### src/rtl/user_id_pkg.sv
// Shared definitions for the user ID readout block: FSM states, CRC default
// polynomial and the readout word width.
package user_id_pkg;

  localparam int unsigned WORD_W = 32;
  localparam logic [7:0] CRC8_POLY_DEFAULT = 8'h07;

  typedef enum logic [1:0] {
    ST_SNAP,
    ST_SCAN,
    ST_READY,
    ST_SHIFT
  } state_t;

endpackage

### src/rtl/user_id_crc8.sv
// Bit-serial CRC-8, MSB-first, init 0, no final XOR.
// Clear has priority over enable.
module user_id_crc8 #(
  parameter logic [7:0] POLY = 8'h07
) (
  input  logic       clk,
  input  logic       resetn,
  input  logic       i_clr,
  input  logic       i_en,
  input  logic       i_din,
  output logic [7:0] o_crc
);

  logic [7:0] r_crc;
  logic       w_fb;

  assign w_fb = r_crc[7] ^ i_din;

  always_ff @(posedge clk or negedge resetn) begin
    if (!resetn) begin
      r_crc <= '0;
    end else if (i_clr) begin
      r_crc <= '0;
    end else if (i_en) begin
      r_crc <= {r_crc[6:0], 1'b0} ^ (w_fb ? POLY : 8'h00);
    end
  end

  assign o_crc = r_crc;

endmodule

### src/rtl/user_id_readout.sv
// Captures a tie-cell project ID, checks it with CRC-8, and exposes it through
// a word-read port and a serial dump (ID then CRC, MSB first).
module user_id_readout
  import user_id_pkg::*;
#(
  parameter int unsigned ID_WIDTH = 32,
  parameter logic [7:0]  CRC_POLY = CRC8_POLY_DEFAULT,
  localparam int unsigned NWORDS  = ID_WIDTH / WORD_W,
  localparam int unsigned AW      = (NWORDS > 1) ? $clog2(NWORDS) : 1
) (
  input  logic                clk,
  input  logic                resetn,
  input  logic [ID_WIDTH-1:0] id_raw,
  input  logic                rescan,
  output logic                ready,
  output logic [7:0]          crc,
  input  logic                rd_req,
  input  logic [AW-1:0]       rd_addr,
  output logic                rd_ack,
  output logic [31:0]         rd_data,
  input  logic                sh_start,
  output logic                sdo,
  output logic                sdo_valid,
  output logic                sh_busy
);

  localparam int unsigned DUMP_LEN = ID_WIDTH + 8;
  localparam int unsigned CW       = $clog2(DUMP_LEN) + 1;
  localparam int unsigned NSLOTS   = 2 ** AW;
  localparam logic [CW-1:0] SCAN_END = CW'(ID_WIDTH - 1);
  localparam logic [CW-1:0] LAST_CNT = CW'(DUMP_LEN);

  state_t                r_state;
  logic [ID_WIDTH-1:0]   r_idq;
  logic [DUMP_LEN-1:0]   r_shreg;
  logic [CW-1:0]         r_cnt;
  logic                  r_ready;
  logic                  r_sdo_valid;
  logic                  r_rd_ack;
  logic [31:0]           r_rd_data;

  logic [7:0]            w_crc;
  logic                  w_crc_clr;
  logic                  w_crc_en;
  logic [31:0]           w_words [NSLOTS];

  // One shift register serves both phases: it carries the ID into the CRC
  // during SCAN (draining to zero) and carries ID+CRC onto sdo during SHIFT.
  assign w_crc_clr = (r_state == ST_SNAP);
  assign w_crc_en  = (r_state == ST_SCAN);

  user_id_crc8 #(
    .POLY(CRC_POLY)
  ) u_crc (
    .clk    (clk),
    .resetn (resetn),
    .i_clr  (w_crc_clr),
    .i_en   (w_crc_en),
    .i_din  (r_shreg[DUMP_LEN-1]),
    .o_crc  (w_crc)
  );

  always_ff @(posedge clk or negedge resetn) begin
    if (!resetn) begin
      r_state     <= ST_SNAP;
      r_idq       <= '0;
      r_shreg     <= '0;
      r_cnt       <= '0;
      r_ready     <= 1'b0;
      r_sdo_valid <= 1'b0;
    end else begin
      case (r_state)
        ST_SNAP: begin
          r_idq   <= id_raw;
          r_shreg <= {id_raw, 8'h00};
          r_cnt   <= '0;
          r_state <= rescan ? ST_SNAP : ST_SCAN;
        end
        ST_SCAN: begin
          r_shreg <= {r_shreg[DUMP_LEN-2:0], 1'b0};
          r_cnt   <= r_cnt + 1'b1;
          if (rescan) begin
            r_state <= ST_SNAP;
          end else if (r_cnt == SCAN_END) begin
            r_state <= ST_READY;
            r_ready <= 1'b1;
          end
        end
        ST_READY: begin
          if (rescan) begin
            r_state <= ST_SNAP;
            r_ready <= 1'b0;
          end else if (sh_start) begin
            r_state     <= ST_SHIFT;
            r_shreg     <= {r_idq, w_crc};
            r_cnt       <= CW'(1);
            r_sdo_valid <= 1'b1;
          end
        end
        ST_SHIFT: begin
          r_shreg <= {r_shreg[DUMP_LEN-2:0], 1'b0};
          if (r_cnt == LAST_CNT) begin
            r_state     <= ST_READY;
            r_sdo_valid <= 1'b0;
          end else begin
            r_cnt <= r_cnt + 1'b1;
          end
        end
        default: r_state <= ST_SNAP;
      endcase
    end
  end

  // Unused address slots read as zero, covering rd_addr >= NWORDS.
  for (genvar g = 0; g < NSLOTS; g++) begin : g_word
    if (g < NWORDS) begin : g_used
      assign w_words[g] = r_idq[g*WORD_W +: WORD_W];
    end else begin : g_pad
      assign w_words[g] = '0;
    end
  end

  always_ff @(posedge clk or negedge resetn) begin
    if (!resetn) begin
      r_rd_ack  <= 1'b0;
      r_rd_data <= '0;
    end else begin
      r_rd_ack  <= rd_req;
      r_rd_data <= (rd_req && r_ready) ? w_words[rd_addr] : '0;
    end
  end

  assign ready     = r_ready;
  assign crc       = w_crc;
  assign rd_ack    = r_rd_ack;
  assign rd_data   = r_rd_data;
  assign sdo       = r_shreg[DUMP_LEN-1] & r_sdo_valid;
  assign sdo_valid = r_sdo_valid;
  assign sh_busy   = r_sdo_valid;

endmodule

### config.mk
export PLATFORM = sky130hd
export DESIGN_NAME = user_id_readout
export DESIGN_NICKNAME = d
export VERILOG_FILES = /design/src/rtl/user_id_pkg.sv /design/src/rtl/user_id_crc8.sv /design/src/rtl/user_id_readout.sv
export SDC_FILE = /design/constraint.sdc
export NUM_CORES = 1
export LEC_CHECK = 0
export CORE_MARGIN = 3
export CORE_UTILIZATION = 25
export DETAILED_ROUTE_END_ITERATION = 12
export HOLD_SLACK_MARGIN = 0.03
export PLACE_DENSITY = 0.41
export SLEW_MARGIN = 5
export SYNTH_ARGS = -nofsm -noshare
export SYNTH_HDL_FRONTEND = slang
export SYNTH_HIERARCHICAL = 1
export SYNTH_SLANG_ARGS = --single-unit
### constraint.sdc
create_clock -name clk -period 3.85 [get_ports clk]
set_input_delay 0.77 -clock clk [delete_from_list [all_inputs] [get_ports clk]]
set_output_delay 0.77 -clock clk [all_outputs]
set_load 0.05 [all_outputs]
# Word-level counts from Yosys, hierarchy flattened
# Index checks and enable logic that the tools add are counted.
dict set report word_totals {
  word_cells 69
  out_inout_bits 45
  input_bits 38
  romBits 0
  regBits 124
  mem_bits_rw 0
  n_memories 0
  latch_bits 0
}
dict set report op_classes {
  magnitude_cmp 1
  n_mux 29
  bitwise 4
  n_reduce_logical 11
  div 0
  eq_ne 14
  n_shift 0
  n_addsub 1
  multipliers 0
}
# op n
set ops {}
lappend ops {{2-to-1 mux 32 bit} 4}
lappend ops {{one-hot mux 40 bit (3 select lines)} 1}
lappend ops {{2-to-1 mux 40 bit} 2}
lappend ops {{one-hot mux 7 bit (4 select lines)} 1}
lappend ops {{2-to-1 mux 7 bit} 3}
lappend ops {{2-to-1 mux 8 bit} 2}
lappend ops {{inequality test 2 bit, second input constant} 7}
lappend ops {{2-to-1 mux 2 bit} 5}
lappend ops {{one-hot mux 2 bit (4 select lines)} 1}
lappend ops {{AND reduction 4 bit} 2}
lappend ops {{XOR 8 bit} 1}
lappend ops {{adder 7 x 1 -> 7 bit, second input constant} 1}
lappend ops {{equality test 7 x 5 -> 1 bit, second input constant} 1}
lappend ops {{equality test 7 x 6 -> 1 bit, second input constant} 1}
lappend ops {{2-to-1 mux 1 bit} 7}
lappend ops {{inequality test 3 bit, second input constant} 2}
lappend ops {{AND reduction 3 bit} 2}
lappend ops {{nonzero test 2 bit} 3}
lappend ops {{equality test 2 bit, second input constant} 2}
lappend ops {{one-hot mux 1 bit (2 select lines)} 2}
lappend ops {{2-to-1 mux 3 bit} 1}
lappend ops {{equality test 2 x 1 -> 1 bit, second input constant} 1}
lappend ops {{>= comparator 2 bit, second input constant} 1}
lappend ops {{logical NOT 2 bit} 1}
lappend ops {{6 further kinds} 6}

# Depth between registers and ports, before layout
dict set report logic_depth {
  word_depth 5
  depth_mapped 7
  ltp_nobuf 5
}

# Hierarchy
# Netlist, hierarchy kept.
# mod area_per_inst_um2 n_inst cells_per_inst
set modules_own_cells {}
lappend modules_own_cells {user_id_readout 5121.2 1 422}
lappend modules_own_cells {user_id_crc8 372.9 1 32}

# Worst setup path before layout
# No wires, ideal clock.
dict set report synth_timing {
  kind {flip-flop to output port}
  start {register r_sdo_valid (netlist: sdo_valid)}
  end {output sdo}
  stages_incl_launch_ff 2
  setup_slack_ps 1948
  arrival_ps 1132
  path_buffers 0
  cell_sequence {dfrtp_1 > and2_1}
}
dict set report synth_between {
  elab_chain_len 1
}
# element line
set synth_rtl {}
lappend synth_rtl {{start, declared} user_id_readout.sv:38} ;# logic r_sdo_valid;
lappend synth_rtl {{start signal, assigned} user_id_readout.sv:70} ;# r_sdo_valid <= 1'b0;
lappend synth_rtl {{start signal, assigned} user_id_readout.sv:97} ;# r_sdo_valid <= 1'b1;
lappend synth_rtl {{start signal, assigned} user_id_readout.sv:104} ;# r_sdo_valid <= 1'b0;
lappend synth_rtl {{bitwise AND 1 bit} user_id_readout.sv:137} ;# assign sdo = r_shreg[DUMP_LEN-1] & r_sdo_valid;
lappend synth_rtl {{end, declared} user_id_readout.sv:22} ;# output logic sdo,
# No other way between the ends.

# Worst setup path in the final report
# Same ends and word-level chain as after synthesis.

==> flow_metrics.py <==
metrics = {
    "outcome": {
        "status": "completed",
    },
    "logic_synthesis": {
        "ys_top_cells_by_area": "dfrtp_1, mux2_2, mux2i_1",
        "synth-seq-cells": 124,
        "yosysUniqueCellTypes": 46,
        "syn_area_sq_um": 5494,
        "synthCells": 454,
        "postSynthNetCount": 494,
        "synthFlopType": "dfrtp_1",
        "syn_avg_cell_area_sq_um": 12.10,
        "synth-async-reset-ratio": 1.000,
        "ys_warn_count": 6,
        "synth-edff-count": 0,
        "synth_top_area_share": 0.5648,
        "synth-seq-area-share": 0.5648,
        "synth_top_cell_by_area": "dfrtp_1",
    },
    "final_layout": {
        "syn_to_final_growth_pct": 29.95,
        "drive_above_1_share": 0.1923,
        "n_antenna_cell": 0,
        "multi_input_area_sq_um": 2188,
        "layout_common_cells": "dfrtp_1, clkdlybuf4s50_1, mux2_2",
        "final-seq-area_sq_um": 3105,
        "nFillCells": 2160,
        "num-nets-final": 573,
        "final_common_cell": "dfrtp_1",
        "final_util": 0.3354,
    },
    "placed_design": {
        "place_hpwl_microns": 8309,
        "post-place-ws_ns": 1.056,
        "gp_congestion": 0.7553,
        "port_buffers": 82,
    },
    "global_routing": {
        "grt_pass1_wl_microns": 20520,
        "grt_usage": 0.1089,
        "gr-total-overflow": 0,
        "grt_pass1_vias": 3917,
        "antenna_found_initial": 0,
        "grt_max_degree": 50,
    },
    "routing": {
        "vias": 3635,
        "dr.pass1.iters": 4,
        "viasPerCell": 4.428,
        "drt-total-wl_microns": 12490,
        "drt_iter0_drc": 123,
        "drcViolationCount": 0,
        "antenna_left": 0,
        "wl_per_cell_microns": 15.21,
    },
    "timing": {
        "clock-skew-final_ns": 0.007641,
        "min_period_ns": 2.583,
        "slew_violations": 0,
        "fin_ws_ns": 1.267,
        "fin_crit_sh": 0.6710,
        "finalHoldViolations": 0,
        "hold_ws_ns": 0.3713,
        "rsz0062_at_grt": "no",
        "slew_headroom": 0.4608,
        "setup_viol": 0,
        "fmax_ghz": 0.3871,
        "worstMarginPinSlew_ns": 0.8059,
        "setup_tns_ns": 0,
    },
    "pwr": {
        "power.share.clock": 0.459,
        "p_leak_nw": 2.959,
        "p_comb_frac": 0.115,
        "irDropWorstVdd_mv": 0.2959,
        "power.density_nw_per_um2": 491.8,
        "power.total_w": 0.003511,
        "power.internal_w": 0.002656,
        "pwr-share-seq": 0.425,
        "switching_power_w": 0.0008550,
        "switching_share": 0.2435,
    },
    "die": {
        "die_h_microns": 154.2,
        "core.rowCount": 53,
        "dieArea_sq_um": 23790,
        "die-width_microns": 154.2,
        "core_sq_um": 21290,
        "ios": 83,
        "start_util": 0.2581,
    },
    "worst_setup_path": {
        "crit_start": "sdo_valid",
        "timing.rr.start": "r_state[0]",
        "critPathMaxStageDelay_ns": 0.80,
        "path_cells": "and2_1, clkdlybuf4s50_1",
        "worstPathMaxFanout": 4,
        "crit_required_ns": 3.08,
        "arrival_ns": 1.81,
        "critPathKind": "flip-flop to output port",
        "crit_path_end_kind": "output port",
        "critical-path-slowest-cell": "clkdlybuf4s50_1",
        "cp-start-kind": "flip-flop",
    },
    "clock_network": {
        "clock-sinks": 124,
        "root_buffer": "clkbuf_16",
        "numCtsBuffers": 17,
        "cts_htree_levels": 4,
        "clk_latency_ns": 0.41,
        "path_clk_slew_ns": 0.06,
        "post_cts_resize_count": 0,
        "cts_hold_buf": 0,
        "cts_tree": "yes",
        "post_cts_buffers": 0,
        "clockBufferDepth": 2,
    },
    "flow_run": {
        "maxCapViolCount": 0,
    },
    "hold_path": {
        "hp-class": "primary input to asynchronous set/reset pin",
    },
}
[cell usage after synthesis, drive strengths merged, types with 3 or more instances]
master  number
dfrtp      124
o21ai       43
a22oi        7
nand2b       3
mux2i       38
clkbuf       7
and2        35
mux2        64
nand3       12
nor2        11
buf         24
or4          3
inv          7
nand2       42
[final cells by class]
class / instances / share of cell area
Sequential cell: 124 / 0.4350
Inverter: 7 / 0.003680
Multi-Input combinational cell: 292 / 0.3065
Timing Repair Buffer: 91 / 0.1241
Tap cell: 275 / 0.04819
Clock inverter: 6 / 0.01542
Clock buffer: 26 / 0.06712
[worst max-delay path: cells and delay by family, from the launching register on]
| kind | cells | cell delay (ns) |
|---|---|---|
| buffers and inverters | 1 | 0.80 |
| flip-flops | 1 | 0.44 |
| AND/OR/NAND/NOR | 1 | 0.16 |
[metrics by stage]
| step | cell area [sq um] | instances |
|---|---|---|
| after detailed placement | 6550 | 789 |
| after floorplan | 5494 | 454 |
| after global routing | 7139 | 821 |
| after CTS | 7139 | 821 |
| after global placement | 6550 | 789 |
| final | 7139 | 821 |
[power by group through the flow]
stage	clock [W]	combinational, W	sequential, W
floorplan	0	0.000194	0.00156
global placement	0	0.000408	0.00151
detailed placement	0	0.000415	0.00152
CTS	0.00167	0.000416	0.00149
global route	0.00172	0.000448	0.00151
finish	0.00161	0.000405	0.00149
[path summary, 6_finish.rpt]
kind,depth (start not counted),slack [ns],to
min reg2reg,1,0.49,rd_data[24]
max in group asynchronous,2,2.59,r_idq[9]
max reg2reg,3,1.51,r_shreg[13]
min,1,0.37,rd_data[5]
min in group clk,1,0.49,rd_data[24]
max,2,1.27,sdo
[registers in the layout (all words and copies together), names as in the netlist]
register,flops
r_idq,32
r_shreg,40
r_cnt,7
ready,1
r_state,2
rd_data,32
sdo_valid,1
rd_ack,1
u_crc/o_crc,8
[kinds of logic after synthesis]
kind of cell	synth area share
AOI/OAI and AO/OA	0.07561
xor gates and xnor gates	0.004783
adders and majority gates	0.004554
buffers and inverters	0.03826
DFF	0.5648
muxes	0.2004
and+or+nand+nor	0.1116
[metal layers]
layer,vias up,track usage,part of all wire
met5,-,0,0
met4,0,0.03448,0.012
met3,11,0.03637,0.048
met2,72,0.1695,0.47
met1,1805,0.1437,0.47
li1,1747,-,-
(Power assumes the default switching activity.)
